$ cat src/rtl/stream_merge_2to1.sv
`default_nettype none
// ============================================================================
// Module   : stream_merge_2to1
// Purpose  : Merges sample lanes A and B into one registered valid/ready
//            stream, using either a round-robin or a strict A,B interleave.
// Revision : 1.0  initial release
// ============================================================================
module stream_merge_2to1 #(
    parameter int N     = 16,
    parameter int CNT_W = 16
) (
    input  logic             clk,
    input  logic             rst,
    input  logic             mode,
    input  logic [N-1:0]     a_data,
    input  logic             a_valid,
    output logic             a_ready,
    input  logic [N-1:0]     b_data,
    input  logic             b_valid,
    output logic             b_ready,
    output logic [N-1:0]     out_data,
    output logic             out_sel,
    output logic             out_valid,
    input  logic             out_ready,
    output logic [CNT_W-1:0] out_count
);

    localparam logic c_LANE_A = 1'b0;
    localparam logic c_LANE_B = 1'b1;

    logic [N-1:0]     out_data_q,  out_data_d;
    logic             out_sel_q,   out_sel_d;
    logic             out_valid_q, out_valid_d;
    logic [CNT_W-1:0] count_q,     count_d;
    logic             prio_q,      prio_d;

    logic w_load;
    logic w_grant_a;
    logic w_grant_b;

    // One-entry output register: refilled in the same cycle it drains.
    assign w_load = !out_valid_q || out_ready;

    always_comb begin
        w_grant_a = 1'b0;
        w_grant_b = 1'b0;
        if (prio_q == c_LANE_A) begin
            if (a_valid)
                w_grant_a = 1'b1;
            else if (!mode && b_valid)
                w_grant_b = 1'b1;
        end else begin
            if (b_valid)
                w_grant_b = 1'b1;
            else if (!mode && a_valid)
                w_grant_a = 1'b1;
        end
    end

    assign a_ready = w_load && !rst && w_grant_a;
    assign b_ready = w_load && !rst && w_grant_b;

    always_comb begin
        out_data_d  = out_data_q;
        out_sel_d   = out_sel_q;
        out_valid_d = out_valid_q;
        prio_d      = prio_q;
        count_d     = count_q;
        if (out_valid_q && out_ready)
            count_d = count_q + CNT_W'(1);
        if (w_load) begin
            out_valid_d = a_ready || b_ready;
            if (a_ready) begin
                out_data_d = a_data;
                out_sel_d  = c_LANE_A;
                prio_d     = c_LANE_B;
            end else if (b_ready) begin
                out_data_d = b_data;
                out_sel_d  = c_LANE_B;
                prio_d     = c_LANE_A;
            end
        end
    end

    always_ff @(posedge clk) begin
        if (rst) begin
            out_data_q  <= '0;
            out_sel_q   <= c_LANE_A;
            out_valid_q <= 1'b0;
            count_q     <= '0;
            prio_q      <= c_LANE_A;
        end else begin
            out_data_q  <= out_data_d;
            out_sel_q   <= out_sel_d;
            out_valid_q <= out_valid_d;
            count_q     <= count_d;
            prio_q      <= prio_d;
        end
    end

    assign out_data  = out_data_q;
    assign out_sel   = out_sel_q;
    assign out_valid = out_valid_q;
    assign out_count = count_q;

endmodule
`default_nettype wire

$ cat config.mk
export PLATFORM = sky130hd
export DESIGN_NAME = stream_merge_2to1
export DESIGN_NICKNAME = d
export VERILOG_FILES = /design/src/rtl/stream_merge_2to1.sv
export SDC_FILE = /design/constraint.sdc
export NUM_CORES = 1
export LEC_CHECK = 0
export ABC_CLOCK_PERIOD_IN_PS = 2100
export BUFFER_PORTS_ARGS = -buffer_cell sky130_fd_sc_hd__buf_2
export CAP_MARGIN = 0
export CELL_PAD_IN_SITES_DETAIL_PLACEMENT = 0
export CELL_PAD_IN_SITES_GLOBAL_PLACEMENT = 2
export CORE_AREA = 2 2 78 80
export DETAILED_ROUTE_END_ITERATION = 16
export DIE_AREA = 0 0 80 82
export GPL_TIMING_DRIVEN = 0
export HOLD_SLACK_MARGIN = 0.12
export PLACE_DENSITY = 0.79
export SLEW_MARGIN = 20
export SYNTH_ARGS = -nofsm -noshare
export SYNTH_HDL_FRONTEND = slang
export SYNTH_SLANG_ARGS = --single-unit
$ cat constraint.sdc
create_clock -name clk -period 2.1 [get_ports clk]
set_input_delay 0.21 -clock clk [delete_from_list [all_inputs] [get_ports clk]]
set_output_delay 0.21 -clock clk [all_outputs]
set_load 0.1 [all_outputs]
==> summary.md, run 1 <==
| Metric | Value |
|---|---|
| Outcome | finished clean |
| Syn nets | 193 |
| Most frequent cell after synthesis | dfxtp_1 |
| Clock latency on the worst-skew pair | 0.28 ns |
| Worst-path clk slew | 0.07 ns |
| Dominant cells by area after synthesis | dfxtp_1, a22o_1, a21o_1, xnor2_1, nor2_1 |
| GR Layer Usage met2 | 19.0% |
| Port Buf Inserts | between 70 and 80 |
| Placed insts | a little over 300 |
| Setup TNS | 0 ns |
| Worst EP required | between 1.5 and 2 ns |
| Startpoint types | register |
| CTS tree | done |
| Least-Margin Pin Slew | roughly 0.5 ns |
| CTS buffer count | 5 |
| Grt total ovfl | 0 |
| Cell with the largest stage delay on the worst path | buf_2 |
| Slack of the critical path | approximately 0.18 ns |
| Final Core Density | 35.7% |
| Synth unique cells | 35 |
| RePlAce Congestion | 0.730 |
| Final instance count without filler cells | just over 300 |
| Final Hold Viols | 0 |
| Register Area | 704 sq um |
| Die area | approximately 6600 sq um |
| Slew Viols, Final | 0 |
| Largest net degree at the start of global routing | 11 |
| Worst Path Arrival | approximately 1.7 ns |
| Starting Density | 26.2% |
| Post-CTS Setup Inserts | 0 |
| Max Fclk | 520 MHz |
| Die Width | 80 um |
| Tot GR Track Use | roughly an eighth |
| Tmin final | 1.92 ns |
| Design Area, Final | ~2000 sq um |
| DP Area | 1970 sq um |
| Gr busiest metal | met2 |
| Final setup fails | 0 |
| Internal | between 1 and 1.5 mW |
| First-pass GRT wire length | 5830 um |
| Place WS | 0.282 ns |
| Starting DRC count in detailed routing | 28 |
| Ys flop type | dfxtp_1 |
| Site Rows | 28 |
| N_diodes | 0 |
| Post-synth ARST share | 0% |
| # nets final | 273 |
| Pwr Density | 791 nW/um^2 |
| Drt pass-1 iters | 3 |
| Routed vias/inst | 4.64 |
| Critical path type | reg -> out |
| Clock Tree Buf Depth | 2 |
| Sw Share | 36.7% |
| H-tree levels | 2 |
| Die height | between 80 and 90 um |
| Slew headroom | between 60% and 70% |
| Share of layout cells above drive strength 1 | 39.1% |
| RSZ-0062 raised after global routing | false |
| Vias in the first global route | around 1200 |
| #FFs+latches synth | 35 |
| IO Count | 74 |
| Hold_buf cts | 0 |
| Pwr Total | 1.62 mW |
| Clock share of power | 27.5% |
| WHS | 0.190 ns |
| Sequential share of power | roughly 45% |
| Final routed DRC violation total | 0 |
| Worst Skew | 0.00625 ns |
| Layout filler cell count | roughly 630 |
| Tcrit/Tclk final | 91.5% |
| Sw power | 0.594 mW |
| Area growth from synthesis to final layout | 35.9% |
| Mapped Avg Cell Area | between 9 and 10 sq um |
| DPL Wire Length | 2830 um |
| Multi-input gate area | 748 sq um |
| Placeable Area | ~5700 sq um |
| Critical path buffer and inverter count | 3 |
| Leakage Power | 1.03 nW |
| Clk sink count | 35 |
| Met3 usage | 3.19% |
| Worst min path class | in -> reg |
| Syn Std Cell Area | 1510 sq um |
| Yosys top cell area share | 46.5% |
| Seq/Total Area, Yosys | a little under half |
| Post-route ant nets | 0 |
| Wire per inst | 12.4 um |
| Ys Warns | 0 |
| EDFF count, synth | 0 |
| GR Util met1 | 14.2% |
| CP Max Fanout | 10 |
| CP max stage delay | 0.43 ns |
| Max VDD drop | 0.320 mV |
| Total wire length | 3800 um |
| Max-cap viol count | 0 |
| Gate power share | ~28% |
| Clock root buffer | clkbuf_8 |
| Crit path cell chain | nand2b_4 > and4b_1 > buf_6 > buf_6 > buf_2 |
| DR vias | 1428 |
| CP dominant cell by count | buf_6 |
| Crit end category | primary output |
| Cells after synthesis | 154 |
| Dominant cell type by area after synthesis | dfxtp_1 |
| Synth cell count leaders | dfxtp_1, a21o_1, a22o_1 |
| Initial antenna violation count | 0 |
| Crit path max-delay family | buffers and inverters |
## power by group through the flow
stage               Sequential [mW]  Combinational, mW  Clock (mW)
finish                        0.725              0.450       0.445
global route                  0.730              0.471       0.500
CTS                           0.724              0.454       0.472
detailed placement            0.740              0.453           0
global placement              0.738              0.452           0
floorplan                     0.991              0.104           0
## worst reg2reg max path: cells and delay by family (launching register included)
| family | cells | cell delay, ns |
|---|---|---|
| flip-flops | 1 | 0.43 |
| multiplexers | 1 | 0.32 |
| AND/OR/NAND/NOR | 3 | 0.82 |
## kinds of logic after synthesis
family	share of synthesized area, %
and+or+nand+nor	17.8
AOI/OAI and AO/OA	23.3
DFF	46.5
xor gates and xnor gates	6.97
buffers and inverters	3.90
muxes	0.747
adders and majority gates	0.830
## sequential cells by signal (all words and copies together) (netlist names)
signal and count:
out_count 16, out_data 16, out_sel 1, out_valid 1
prio_q 1
## metal layers
metal | vias to the layer above | routed length (um)
met5 | - | 0
met4 | 0 | 76
met3 | 6 | 209
met2 | 39 | 1790
met1 | 665 | 1730
li1 | 718 | -
## final cells by class
| type | count | share of cell area (%) |
|---|---|---|
| clock buffer | 6 | 3.54 |
| sequential | 35 | 34.4 |
| timing repair buffer | 73 | 18.1 |
| tap | 75 | 4.58 |
| buffer | 7 | 2.32 |
| multi-input combinational | 109 | 36.5 |
| inverter | 3 | 0.549 |
## repair_timing
item                                    CTS  global route
endpoints found under the setup margin    1             1
pin swaps                                 0             0
gates resized for setup                   1             1
## worst paths after layout
kind,from,to,slack (ns),cells after the start
hold / removal,b_valid,prio_q,0.19,2
setup / recovery,out_valid,a_ready,0.18,5
setup reg to reg,out_count[3],out_count[15],0.42,4
hold reg to reg,out_data[5],out_data[5],0.44,1
## cell usage in the layout (no fill, tap or decap), drive strengths merged, types with 6 or more instances in the layout
cell and count:
nand2 6, nor3 6, a21oi 6, a22o 16, clkbuf 8, xnor2 8
a21o 16, nor2 15, buf 78, dfxtp 35
Note: power is estimated with default switching activity, not from simulation.
==> run 2: changes to the inputs <==
--- a/config.mk
+++ b/config.mk
@@ -15,7 +15,7 @@
 export DIE_AREA = 0 0 80 82
 export GPL_TIMING_DRIVEN = 0
 export HOLD_SLACK_MARGIN = 0.12
-export PLACE_DENSITY = 0.79
+export PLACE_DENSITY_LB_ADDON = 0.1
 export SLEW_MARGIN = 20
 export SYNTH_ARGS = -nofsm -noshare
 export SYNTH_HDL_FRONTEND = slang
==> run 2 against run 1 <==
Against the previous run: clock skew about the same; sequential share of layout area fell by 0.68 points; wire length up 6.9%; design area up 2.0%; sequential cell count stayed put; register-to-register slack lost 0.03 ns; clock-buffer cell count unchanged; via count rose by 2.2%; critical path type unchanged; largest power group unchanged; highest routed layer unchanged.
==> summary.md, run 2 (synthesis gave the netlist of run 1 again) <==
| Metric | Value |
|---|---|
| RePlAce Congestion | 0.726 (-0.52%) |
| Startpoint types | register |
| Routed vias/inst | 4.71 (+1.6%) |
| Tmin final | 1.95 ns (+0.0278 ns) |
| Hold EP | prio_q |
| CTS buffer count | 5 (unchanged) |
| Hold_buf cts | 0 (unchanged) |
| Outcome | finished clean |
| Worst r2r dst | out_count[15] |
| Met1 Wirelength | 1770 um (+2.4%) |
| Grt total ovfl | 0 (unchanged) |
| Worst hold stages | 2 (unchanged) |
| Met2 WL | 2000 um (+12%) |
| Tcrit/Tclk final | 92.9% (+1.3 points) |
| Clock Tree Buf Depth | 2 (unchanged) |
| Wire per inst | 13.1 um (+6.2%) |
| Leakage Power | 1.05 nW (+2.3%) |
| Layout filler cell count | 621 (-2.1%) |
| RSZ-0062 raised after global routing | false |
| Area growth from synthesis to final layout | 38.7% |
| Clock latency on the worst-skew pair | 0.29 ns (about the same) |
| Hold_sp | b_valid |
| WHS | 0.186 ns (-0.00379 ns) |
| Starting DRC count in detailed routing | 52 (+86%) |
| First-pass GRT wire length | 6330 um (+8.5%) |
| Critical register-to-register path startpoint | out_count[3] |
| Clock share of power | 34.9% (+7.4 points) |
| Max VDD drop | 0.297 mV (-7.3%) |
| DR vias | 1460 (+2.2%) |
| Final setup fails | 0 (unchanged) |
| Slack of the critical path | 0.150 ns (-0.0278 ns) |
| Register Area | 704 sq um (unchanged) |
| CTS tree | done |
| Final instance count without filler cells | 310 (+0.65%) |
| Die height | 82 um (unchanged) |
| Multi-input gate area | 748 sq um (unchanged) |
| Slew Viols, Final | 0 (unchanged) |
| Max Used Layer | met4 |
| Clock root buffer | clkbuf_8 |
| Place WS | 0.295 ns (+0.0132 ns) |
| DPL Wire Length | 3020 um (+7.0%) |
| N_diodes | 0 (unchanged) |
| Largest net degree at the start of global routing | 12 (+1) |
| Max Fclk | 513 MHz (-1.4%) |
| Pwr Density | 866 nW/um^2 (+9.6%) |
| Die area | 6560 sq um (unchanged) |
| Placeable Area | 5750 sq um (unchanged) |
| R2R depth | 4 (unchanged) |
| Slew headroom | 66.2% (-0.77 points) |
| Share of layout cells above drive strength 1 | 40.0% (+0.94 points) |
| Sw Share | 34.4% (-2.3 points) |
| Commonest non-fill, non-tap cell in the layout | buf_2 |
| Worst min path class | in -> reg |
| Die Width | 80 um (unchanged) |
| Port Buf Inserts | 73 (unchanged) |
| Least-Margin Pin Slew | 0.506 ns (+0.00812 ns) |
| Commonest cells after routing, fill and taps aside | buf_2, dfxtp_1, a22o_1, a21o_1, nor2_1 |
| Clk sink count | 35 (unchanged) |
| Critical path type | reg -> out |
| Final routed DRC violation total | 0 (unchanged) |
| CP Max Fanout | 10 (unchanged) |
| Worst Skew | 0.00641 ns (+0.000159 ns) |
| Worst EP required | 1.89 ns (about the same) |
| IO Count | 74 (unchanged) |
| Design Area, Final | 2090 sq um (+2.0%) |
| Drt pass-1 iters | 4 (+1) |
| Tot GR Track Use | 12.4% (+0.74 points) |
| Total wire length | 4070 um (+6.9%) |
| Sequential share of power | 40.1% (-4.6 points) |
| Gate power share | 25.0% (-2.8 points) |
| Crit end category | primary output |
| Internal | 1.19 mW (+16%) |
| Initial antenna violation count | 0 (unchanged) |
| Max-cap viol count | 0 (unchanged) |
| H-tree levels | 2 (unchanged) |
| Pwr Total | 1.81 mW (+12%) |
| Site Rows | 28 (unchanged) |
| Vias in the first global route | 1342 (+7.9%) |
| Placed insts | 302 (unchanged) |
| Met3 WL | 253 um (+21%) |
| Final Hold Viols | 0 (unchanged) |
| Worst-path clk slew | 0.07 ns (about the same) |
| Post-route ant nets | 0 (unchanged) |
| Starting Density | 26.2% (unchanged) |
| Worst Path Arrival | 1.74 ns (+0.03 ns) |
| DP Area | 1970 sq um (unchanged) |
| # nets final | 273 (unchanged) |
| R2r setup slk | 0.39 ns (-0.03 ns) |
| Sw power | 0.623 mW (+4.8%) |
| Post-CTS Setup Inserts | 0 (unchanged) |
==> run 2: worst max path at each step <==
stage,to,cells past startpoint,startpoint
after floorplan,out_count[15],4,out_count[3]
after global placement,b_ready,6,out_ready
after detailed placement,b_ready,6,out_ready
after CTS,b_ready,5,prio_q
after global routing,b_ready,5,prio_q
final,b_ready,5,prio_q
==> run 2: critical path: stages (launching register included) <==
cell      delay, ns
dfxtp_1        0.41
o21bai_1       0.14
and4b_1        0.20
buf_2          0.19
buf_4          0.20
buf_4          0.31
==> run 2: layout make-up <==
class | instances | area share [%]
clock inverter | 2 | 1.68
sequential | 35 | 33.7
clock buffer | 6 | 3.95
multi-input combinational | 109 | 35.8
buffer | 7 | 2.27
tap | 75 | 4.49
timing repair buffer | 73 | 17.6
inverter | 3 | 0.539
==> run 2: per-stage QoR <==
stage          utilization (%)  TNS (ns)
2_1_floorplan                -    -0.170
3_3_place_gp              34.3         0
3_5_place_dp              34.3         0
4_1_cts                   36.4         0
5_1_grt                   36.4         0
6_report                  36.4         0
==> run 2: power groups by stage <==
stage               clock network (mW)  registers, mW  logic [mW]
floorplan                            0          0.991       0.104
global placement                     0          0.738       0.451
detailed placement                   0          0.741       0.454
CTS                              0.658          0.726       0.456
global route                     0.686          0.731       0.473
finish                           0.632          0.726       0.453
==> run 2: repair_timing <==
action                                  4_1_cts  5_1_grt
endpoints found under the hold margin         0        0
gates resized for setup                       1        0
endpoints found under the setup margin        1        0
==> run 2: metal layers <==
metal  vias to the layer above  GRT usage (%)
met2                        45           22.3
li1                        719              -
met1                       692           13.9
met5                         -              0
met4                         0           5.08
met3                         4           3.52
==> run 3: changes to the inputs <==
--- a/config.mk
+++ b/config.mk
@@ -10,9 +10,9 @@
 export CAP_MARGIN = 0
 export CELL_PAD_IN_SITES_DETAIL_PLACEMENT = 0
 export CELL_PAD_IN_SITES_GLOBAL_PLACEMENT = 2
-export CORE_AREA = 2 2 78 80
+export CORE_AREA = 3 3 79 81
 export DETAILED_ROUTE_END_ITERATION = 16
-export DIE_AREA = 0 0 80 82
+export DIE_AREA = 0 0 82 84
 export GPL_TIMING_DRIVEN = 0
 export HOLD_SLACK_MARGIN = 0.12
 export PLACE_DENSITY_LB_ADDON = 0.1
==> run 3 against run 2 <==
Against the previous run: wire length decreased by 5.6%; critical path depth unchanged; design area decreased by 0.18%; clock skew about the same; sequential power about the same; final cell count decreased by 0.97%; clock power decreased by 0.8%; global-route usage decreased by 0.80 points; total power decreased by 0.60%; sequential cell count unchanged; clock-buffer cell count unchanged; critical endpoint unchanged; largest cell class unchanged; highest routed layer unchanged.
==> summary.md, run 3 (synthesis gave the netlist of run 1 again) <==
| Metric | Value |
|---|---|
| Initial antenna violation count | 0 (unchanged) |
| Post-route ant nets | 0 (unchanged) |
| CP Max Fanout | 10 (unchanged) |
| Critical register-to-register path startpoint | out_count[3] |
| Placed insts | 299 (-0.99%) |
| Pwr Density | 863 nW/um^2 (-0.42%) |
| Total wire length | 3840 um (-5.6%) |
| Tot GR Track Use | 11.6% (-0.80 points) |
| RSZ-0062 raised after global routing | false |
| Commonest cells after routing, fill and taps aside | buf_2, dfxtp_1, a22o_1, a21o_1, nor2_1 |
| Final Hold Viols | 0 (unchanged) |
| Starting Density | 27.2% (+0.97 points) |
| Commonest non-fill, non-tap cell in the layout | buf_2 |
| Grt total ovfl | 0 (unchanged) |
| Crit end category | primary output |
| Sequential share of power | 40.3% (+0.2 points) |
| Die height | 84 um (+2.4%) |
| Final routed DRC violation total | 0 (unchanged) |
| Least-Margin Pin Slew | 0.502 ns (-0.00424 ns) |
| Tcrit/Tclk final | 93.4% (+0.57 points) |
| # nets final | 273 (unchanged) |
| Tmin final | 1.96 ns (+0.0119 ns) |
| Die area | 6890 sq um (+5.0%) |
| Post-CTS Setup Inserts | 0 (unchanged) |
| Vias in the first global route | 1303 (-2.9%) |
| Hold_buf cts | 0 (unchanged) |
| Area growth from synthesis to final layout | 38.4% |
| Clk sink count | 35 (unchanged) |
| DPL Wire Length | 3030 um (+0.20%) |
| Max VDD drop | 0.369 mV (+24%) |
| Gate power share | 24.9% (about the same) |
| CTS tree | done |
| Post-CTS sizing | 1 (unchanged) |
| Wire per inst | 12.5 um (-4.6%) |
| DR vias | 1412 (-3.3%) |
| CTS buffer count | 5 (unchanged) |
| Placeable Area | 5540 sq um (-3.6%) |
| Site Rows | 27 (-3.6%) |
| Final setup fails | 0 (unchanged) |
| RePlAce Congestion | 0.755 (+4.0%) |
| Worst setup startpoint | prio_q |
| Slew Viols, Final | 0 (unchanged) |
| First-pass GRT wire length | 6270 um (-0.98%) |
| Worst Path Arrival | 1.75 ns (about the same) |
| Final instance count without filler cells | 307 (-0.97%) |
| Worst Skew | 0.00603 ns (-0.000378 ns) |
| Largest net degree at the start of global routing | 12 (unchanged) |
| Starting DRC count in detailed routing | 46 (-12%) |
| Clock root buffer | clkbuf_8 |
| IO Count | 74 (unchanged) |
| Port Buf Inserts | 73 (unchanged) |
| Layout filler cell count | 589 (-5.2%) |
| H-tree levels | 2 (unchanged) |
| Place WS | 0.301 ns (+0.00594 ns) |
| Clock share of power | 34.8% (about the same) |
| Slack of the critical path | 0.138 ns (-0.0119 ns) |
| Worst-path clk slew | 0.07 ns (about the same) |
| Startpoint types | register |
| Slew headroom | 66.5% (+0.28 points) |
| Critical path type | reg -> out |
| Leakage Power | 1.05 nW (unchanged) |
| N_diodes | 0 (unchanged) |
| Drt pass-1 iters | 6 (+2) |
| Sw Share | 34.0% (-0.37 points) |
| WHS | 0.182 ns (-0.00433 ns) |
| Hold_sp | b_valid |
| Max Fclk | 510 MHz (-0.61%) |
| Internal | 1.19 mW (about the same) |
| Share of layout cells above drive strength 1 | 40.0% (unchanged) |
| Clock latency on the worst-skew pair | 0.29 ns (about the same) |
| Die Width | 82 um (+2.5%) |
| Sw power | 0.612 mW (-1.7%) |
| Clock Tree Buf Depth | 2 (unchanged) |
| Max-cap viol count | 0 (unchanged) |
| Outcome | finished clean |
| Worst EP required | 1.89 ns (about the same) |
| Worst min path class | in -> reg |
| Routed vias/inst | 4.60 (-2.3%) |
| Setup TNS | 0 ns (unchanged) |
==> run 3: path summary, 6_finish.rpt <==
path                                 endpoint  slack (ns)  depth (start not counted)
worst max register to register  out_count[15]        0.41                          4
worst min register to register    out_data[7]        0.44                          1
worst min-delay path                   prio_q        0.18                          2
worst max-delay path                  b_ready        0.14                          5
==> run 3: routing by layer <==
layer  GRT usage [%]  wire length (um)  up-vias
met5               0                 0        -
met4            4.08                36        0
met3            4.54               280        4
met2            17.5              1780       43
met1            15.0              1750      640
li1                -                 -      725
==> run 3: stage by stage <==
| step | total power [mW] | utilization [%] | cell area, sq um |
|---|---|---|---|
| after floorplan | 1.09 | - | 1510 |
| after global placement | 1.19 | 35.5 | 1970 |
| after detailed placement | 1.19 | 35.5 | 1970 |
| after CTS | 1.83 | 37.7 | 2090 |
| after global routing | 1.88 | 37.7 | 2090 |
| final | 1.80 | 37.7 | 2090 |
==> run 3: power groups by stage <==
stage | combinational [mW] | clock, mW | sequential (mW)
6_report | 0.449 | 0.627 | 0.725
5_1_grt | 0.471 | 0.676 | 0.730
3_5_place_dp | 0.453 | 0 | 0.740
3_3_place_gp | 0.451 | 0 | 0.738
2_1_floorplan | 0.104 | 0 | 0.991
4_1_cts | 0.454 | 0.648 | 0.725
==> run 3: area by class of cell <==
cell class	instances	area [sq um]	area share, %
multi-input cells	109	748	35.9
flip-flops and latches	35	704	33.8
repair buffers	73	368	17.6
well taps	72	90.1	4.32
clock buffers	6	82.6	3.96
plain buffers	7	47.5	2.28
clock inverters	2	35.0	1.68
inverters	3	11.3	0.540
==> run 3: critical path: stages (launching register included) <==
cell      delay, ns
dfxtp_1        0.42
o21bai_1       0.14
and4b_1        0.20
buf_2          0.21
buf_4          0.20
buf_4          0.30
